===== config.mk =====
export PLATFORM = sky130hd
export DESIGN_NAME = decimal_to_binary_encoder
export DESIGN_NICKNAME = d
export VERILOG_FILES = /design/src/rtl/decimal_to_binary_encoder_pkg.sv /design/src/rtl/decimal_to_binary_encoder_onehot_classifier.sv /design/src/rtl/decimal_to_binary_encoder.sv
export SDC_FILE = /design/constraint.sdc
export NUM_CORES = 1
export LEC_CHECK = 0
export CAP_MARGIN = 20
export CELL_PAD_IN_SITES_DETAIL_PLACEMENT = 1
export CELL_PAD_IN_SITES_GLOBAL_PLACEMENT = 1
export CORE_ASPECT_RATIO = 0.5
export CORE_UTILIZATION = 35
export DETAILED_ROUTE_END_ITERATION = 8
export PLACE_DENSITY = 0.79
export SYNTH_ARGS = -nofsm -noshare
export SYNTH_HDL_FRONTEND = slang
export SYNTH_HIERARCHICAL = 1
export SYNTH_SLANG_ARGS = --single-unit

===== constraint.sdc =====
create_clock -name clk -period 1.95 [get_ports clk]
set_clock_uncertainty 0.1 [all_clocks]
set_input_delay 0.2925 -clock clk [delete_from_list [all_inputs] [get_ports clk]]
set_output_delay 0.2925 -clock clk [all_outputs]
set_load 0.02 [all_outputs]

===== src/rtl/decimal_to_binary_encoder_pkg.sv =====
// Shared types and constants for the one-hot decimal to binary encoder.
package dec_enc_pkg;

    localparam int DIGITS = 10;
    localparam int CODE_W = 4;

    typedef logic [DIGITS-1:0] dec_onehot_t;
    typedef logic [CODE_W-1:0] bin_code_t;

    localparam bin_code_t INVALID_CODE_DEFAULT = 4'hF;

endpackage


===== src/rtl/decimal_to_binary_encoder_onehot_classifier.sv =====
// Combinational decode of a one-hot decimal digit: OR-encoded index, highest
// set index, zero/multi-hot detection and whether the code can be encoded.
module onehot_classifier
    import dec_enc_pkg::*;
(
    input  dec_onehot_t decimal_input,
    input  logic        priority_mode,
    output bin_code_t   index,
    output bin_code_t   high_index,
    output logic        is_zero,
    output logic        is_multi,
    output logic        encodable
);

    always_comb begin
        // NOTE: every output of this block is assigned a default first, so no
        // path through the loop can leave one unassigned and infer a latch.
        index      = '0;
        high_index = '0;
        for (int i = 0; i < DIGITS; i++) begin
            if (decimal_input[i]) begin
                index      = index | bin_code_t'(i);
                high_index = bin_code_t'(i);
            end
        end
    end

    // Clearing the lowest set bit leaves something behind only if popcount > 1.
    assign is_zero   = (decimal_input == '0);
    assign is_multi  = ((decimal_input & (decimal_input - dec_onehot_t'(1))) != '0);
    assign encodable = !is_zero && (!is_multi || priority_mode);

endmodule


===== src/rtl/decimal_to_binary_encoder.sv =====
// Registered one-hot decimal to 4-bit binary encoder with per-sample error
// flags and a saturating count of malformed samples.
module decimal_to_binary_encoder
    import dec_enc_pkg::*;
#(
    parameter int        PRIORITY_MODE = 0,
    parameter int        CNT_W         = 8,
    parameter bin_code_t INVALID_CODE  = INVALID_CODE_DEFAULT
) (
    input  logic             clk,
    input  logic             rst,
    input  logic             in_valid,
    input  logic [9:0]       decimal_input,
    output logic [3:0]       binary_output,
    output logic             out_valid,
    output logic             err_none,
    output logic             err_multi,
    output logic [CNT_W-1:0] err_count
);

    localparam logic [CNT_W-1:0] CNT_MAX = '1;
    localparam logic [CNT_W-1:0] CNT_ONE = CNT_W'(1);

    bin_code_t index;
    bin_code_t high_index;
    logic      is_zero;
    logic      is_multi;
    logic      encodable;
    bin_code_t next_code;

    onehot_classifier u_classifier (
        .decimal_input (decimal_input),
        .priority_mode (PRIORITY_MODE != 0),
        .index         (index),
        .high_index    (high_index),
        .is_zero       (is_zero),
        .is_multi      (is_multi),
        .encodable     (encodable)
    );

    // A multi-hot code only reaches here as encodable in priority mode.
    assign next_code = !encodable ? INVALID_CODE :
                       is_multi   ? high_index   : index;

    // NOTE: state is updated with non-blocking assignments and the reset is in
    // the sensitivity list, so it clears the outputs without waiting for clk.
    always_ff @(posedge clk or posedge rst) begin
        if (rst) begin
            binary_output <= '0;
            out_valid     <= 1'b0;
            err_none      <= 1'b0;
            err_multi     <= 1'b0;
            err_count     <= '0;
        end else begin
            out_valid <= in_valid;
            if (in_valid) begin
                binary_output <= next_code;
                err_none      <= is_zero;
                err_multi     <= is_multi;
                if ((is_zero || is_multi) && (err_count != CNT_MAX))
                    err_count <= err_count + CNT_ONE;
            end
        end
    end

endmodule


-- After elaboration in Yosys (flattened, before gate mapping)
Cells that the tools add are included.
Widths: inputs -> output; s select.
- equality and inequality tests: 1
- reduce and logical (&&, ||, !) cells: 8
- bitwise operators: 1
- mux-type cells: 19
- add/sub/neg operators: 2
- operators with widths (cell ; number):
    $mux 4 ; 12
    $mux 3 ; 4
    $and 10x10->10 ; 1
    $logic_not 10->1 ; 1
    $reduce_bool 10->1 ; 1
    $sub 10x1->10 const B ; 1
    $add 8x1->8 const B ; 1
    $ne 8x8->1 const B ; 1
    $mux 2 ; 2
    $logic_and 1x1->1 ; 2
    $logic_not 1->1 ; 2
    $reduce_and 2->1 ; 1
    $logic_or 1x1->1 ; 1
    $mux 1 ; 1
- input bits: 13
- word-level logic and storage cells: 36
- register bits: 15
- output and inout bits: 15

-- Longest topological paths before layout
Gate-level depths: netlist (run 1).
- depth in word-level cells: 11
- depth in mapped cells: 8

-- Modules after synthesis
Netlist (run 1), hierarchy kept.
- by module, submodules not included (module ; times used ; area each (µm²) ; cells an instance ; sequential area each (µm²)):
    decimal_to_binary_encoder ; 1 ; 745.7 ; 60 ; 375.4
    onehot_classifier ; 1 ; 212.7 ; 35 ; 0.0

-- Worst setup path after synthesis (run 1)
Ideal clock, no wire load.
- kind: input to register
- from: input port decimal_input[2]
- to: register err_count[1]
- slack: -204 ps
- data required time: 1725 ps
- data arrival time: 1929 ps
- setup time: 125 ps
- buffers on the path: 1
- stages: 8
- cell sequence: nor4_4 > a31oi_1 > o31ai_2 > o2111ai_2 > buf_6 > o21ai_2 > a21o_1 > mux2_4
- longest elaborated chain between the ends: 6
- RTL lines (item ; line ; text):
    from (decl) ; decimal_to_binary_encoder.sv:13 ; input logic [9:0] decimal_input,
    $sub 10x1->10 ; decimal_to_binary_encoder_onehot_classifier.sv:30 ; assign is_multi = ((decimal_input & (decimal_input - dec_onehot_t'(1))) != '0);
    $and 10x10->10 (*) ; decimal_to_binary_encoder_onehot_classifier.sv:30 ;
    $reduce_bool 10->1 (*) ; decimal_to_binary_encoder_onehot_classifier.sv:30 ;
    via is_multi ; decimal_to_binary_encoder.sv:27 ; logic is_multi;
    $logic_or 1x1->1 (*) ; decimal_to_binary_encoder.sv:60 ; if ((is_zero || is_multi) && (err_count != CNT_MAX))
    $logic_and 1x1->1 (*) ; decimal_to_binary_encoder.sv:60 ;
    $reduce_and 2->1 (no source line) (*) ; -- ;
    to (signal assigned) ; decimal_to_binary_encoder.sv:61 ; err_count <= err_count + CNT_ONE;
    to (decl) ; decimal_to_binary_encoder.sv:18 ; output logic [CNT_W-1:0] err_count
The timed path passes the listed nets; every way through them passes the cells marked *.
A chain may end at the register's enable or synchronous reset.

-- Worst setup path after layout (run 1)
- from: input port decimal_input[1]
- to: register err_count[6]
Same word-level chain as after synthesis.

==> results of run 1 <==
layout make-up:
| cell class | count | area share, % |
|---|---|---|
| Multi-Input combinational cell | 71 | 39.0 |
| Timing Repair Buffer | 53 | 29.5 |
| Sequential cell | 15 | 24.3 |
| Clock buffer | 4 | 2.91 |
| Tap cell | 35 | 2.83 |
| Inverter | 6 | 1.46 |
flip-flops by register name, summed over array words and instances (netlist names):
register and cells:
out_valid 1, err_count 8, err_none 1, err_multi 1, binary_output 4
worst max-delay path by stage:
stage	end	start	cells past startpoint
floorplan	err_count[1]$_DFFE_PP0P_	decimal_input[2]	8
global placement	err_count[6]$_DFFE_PP0P_	decimal_input[2]	9
detailed placement	err_count[6]$_DFFE_PP0P_	decimal_input[2]	9
CTS	err_count[1]$_DFFE_PP0P_	decimal_input[0]	8
global route	err_count[6]$_DFFE_PP0P_	decimal_input[1]	8
finish	err_count[6]$_DFFE_PP0P_	decimal_input[1]	9
cells in the mapped netlist (2+ instances only):
master / number
a211oi_1: 3
a21oi_1: 4
a31oi_1: 5
dfrtp_1: 15
inv_1: 6
mux2_2: 2
mux2_4: 2
mux2i_1: 6
nand2_1: 7
nand3_1: 2
nor2_1: 11
nor3_1: 2
o21ai_0: 3
xor2_1: 3
placed cells by master, fill, tap and decap left out, types with 2 or more instances in the layout:
master,instances
a211oi_1,2
a211oi_2,2
a21oi_1,4
a31oi_1,5
buf_2,3
buf_4,25
buf_6,2
clkbuf_8,3
clkdlybuf4s15_2,2
clkdlybuf4s50_1,17
dfrtp_1,15
inv_1,5
mux2_2,2
mux2_4,2
mux2i_1,6
nand2_1,6
nand3_1,2
nor2_1,10
nor3_2,2
nor4_4,2
o21ai_1,2
xor2_1,3
logic make-up after synthesis:
| group | share of synthesized area, % |
|---|---|
| other | 0.391 |
| AOI/OAI and AO/OA | 18.1 |
| muxes | 11.7 |
| adders and majority gates | 1.31 |
| buffers and inverters | 4.83 |
| and+or+nand+nor | 20.8 |
| DFF | 39.2 |
| xor gates and xnor gates | 3.66 |
per-stage QoR:
step | hold WS, ns | setup TNS [ns] | util, % | instance area [um2]
floorplan | 0.0940 | -0.312 | - | 966
global placement | 0.399 | -6.05 | 59.2 | 1420
detailed placement | 0.404 | -7.35 | 59.2 | 1420
CTS | 0.331 | -0.0550 | 62.9 | 1510
global route | 0.364 | -0.296 | 64.4 | 1550
finish | 0.308 | 0 | 64.4 | 1550
metal layers:
metal  vias up  share of wire (%)  global-route usage, %
met5         -                  0                      0
met4         0               0.74                   7.21
met3         2                2.7                   4.24
met2        24                 57                   47.5
met1       453                 40                   20.9
li1        449                  -                      -
power by group:
part / total (W) / switching, W / leakage [nW] / internal [W]
clock: 0.000255 / 0.000110 / 0.0228 / 0.000145
sequential: 0.000529 / 0.000126 / 0.171 / 0.000403
combinational: 0.000677 / 0.000333 / 0.492 / 0.000345
timing repair:
| action | in CTS | in global routing |
|---|---|---|
| resized for setup | 42 | 9 |
| pin swaps | 10 | 7 |
| buffers inserted | 5 | 0 |
| endpoints found under the setup margin | 13 | 12 |
| hold endpoints to repair | 0 | 0 |
==> results.json, run 1 <==
{
  "dr.pass1.iters": 4,
  "tritoncts": "built",
  "clock_latency_ns": 0.25,
  "yosysTopAreaCell": "dfrtp_1",
  "wl_um": 2840,
  "gr-total-overflow": 0,
  "cts_hold_buf": 0,
  "layout-drive-gt1-share_pct": 40.3,
  "synthTopCellsByArea": "dfrtp_1 (39%), mux2i_1 (6.3%), nor2_1 (4.3%), a31oi_1 (3.3%), mux2_4 (3.1%)",
  "ys_ff_latch": 15,
  "path_clk_slew_ns": 0.06,
  "die_area_um2": 2960,
  "drcViolationCount": 0,
  "finalSetupViolCount": 0,
  "finalPower_w": 0.00146,
  "register_area_um2": 375,
  "fmax_mhz": 517,
  "rsz0062_at_grt": "yes",
  "postLayoutSetupSlackWorst_ns": 0.0174,
  "start_util_pct": 39.9,
  "nets": 164,
  "synth_flop_cell": "dfrtp_1",
  "tightest_slew_ns": 0.595,
  "die_x_um": 76.0,
  "gp_congestion": 0.761,
  "ios": 28,
  "antenna_found_initial": 0,
  "detail_route.wl_per_cell_um": 15.4,
  "critical_path_class": "in -> reg",
  "core_um2": 2400,
  "n_antenna_cell": 0,
  "slew_headroom_pct": 60.3,
  "synth-edff-count": 0,
  "crit_buf_inv": 2,
  "row_count": 12,
  "dp.cells": 176,
  "rr_worst_depth": 4,
  "root_buffer": "clkbuf_8",
  "clockBufferDepth": 2,
  "ys_types": 38,
  "synthArstFlopShare_pct": 100,
  "grt_pass1_vias": 1008,
  "ant_nets": 0,
  "ir_worst_vdd_mv": 0.467,
  "crit_fanout": 4,
  "n_fill_cell": 266,
  "fin_cells": 184,
  "reg2reg_to": "err_count[1]$_DFFE_PP0P_",
  "io_buffers": 27,
  "multiInputGateArea_um2": 603,
  "worstSetupStartpointType": "input pin",
  "critPathRequiredTime_ns": 1.99,
  "ctsHtreeMaxLevel": 1,
  "grt.total_usage_pct": 21.3,
  "yosysSeqAreaShare_pct": 39.2,
  "syn_avg_cell_area_um2": 10.1,
  "cts_sinks": 15,
  "final_max_slew_viol_count": 0,
  "syn_area_um2": 958,
  "arrival_ns": 1.97,
  "end_kind": "flip-flop",
  "reg2reg_slack_ns": 0.33,
  "synth_top_area_share_pct": 39.2,
  "cts_made_buffers": 3,
  "grt_pass1_wl_um": 4690,
  "hpwl_um": 2060,
  "max_cap_violations": 0,
  "die_h_um": 39,
  "post-route-min-period_ns": 1.93,
  "grt_max_degree": 16,
  "r2r_start": "err_count[0]$_DFFE_PP0P_",
  "cp_cell_sequence": "buf_6, nor4_4, buf_4, nor2_1, o21ai_1, o2111ai_4, o211ai_2, nor3_2, mux2_4",
  "syn_to_final_growth_pct": 61.4,
  "yosysWarnings": 6,
  "dr_total_vias": 928,
  "crit_path_max_incr_delay_ns": 0.29,
  "synthCells": 95,
  "avgViaCountPerCell": 5.04,
  "min_path_type": "in -> async",
  "crit_slowest_cell": "o211ai_2",
  "synth_nets": 109,
  "powerDensity_nw_per_um2": 945,
  "hold_violations": 0,
  "cellLeakagePower_nw": 0.686,
  "post-place-ws_ns": -0.679,
  "cp_top_family": "compound AO/OA/AOI/OAI gates",
  "first_iter_violations": 34,
  "run_status": "finished, final reports clean",
  "fin_crit_sh_pct": 99.1
}
(Power assumes the default switching activity.)
==> run 2, diff against run 1 <==
--- a/config.mk
+++ b/config.mk
@@ -5,7 +5,7 @@
 export SDC_FILE = /design/constraint.sdc
 export NUM_CORES = 1
 export LEC_CHECK = 0
-export CAP_MARGIN = 20
+export CAP_MARGIN = 30
 export CELL_PAD_IN_SITES_DETAIL_PLACEMENT = 1
 export CELL_PAD_IN_SITES_GLOBAL_PLACEMENT = 1
 export CORE_ASPECT_RATIO = 0.5
==> results of run 2 <==
No change in the layout: final DEF, timing and power equal those of run 1.
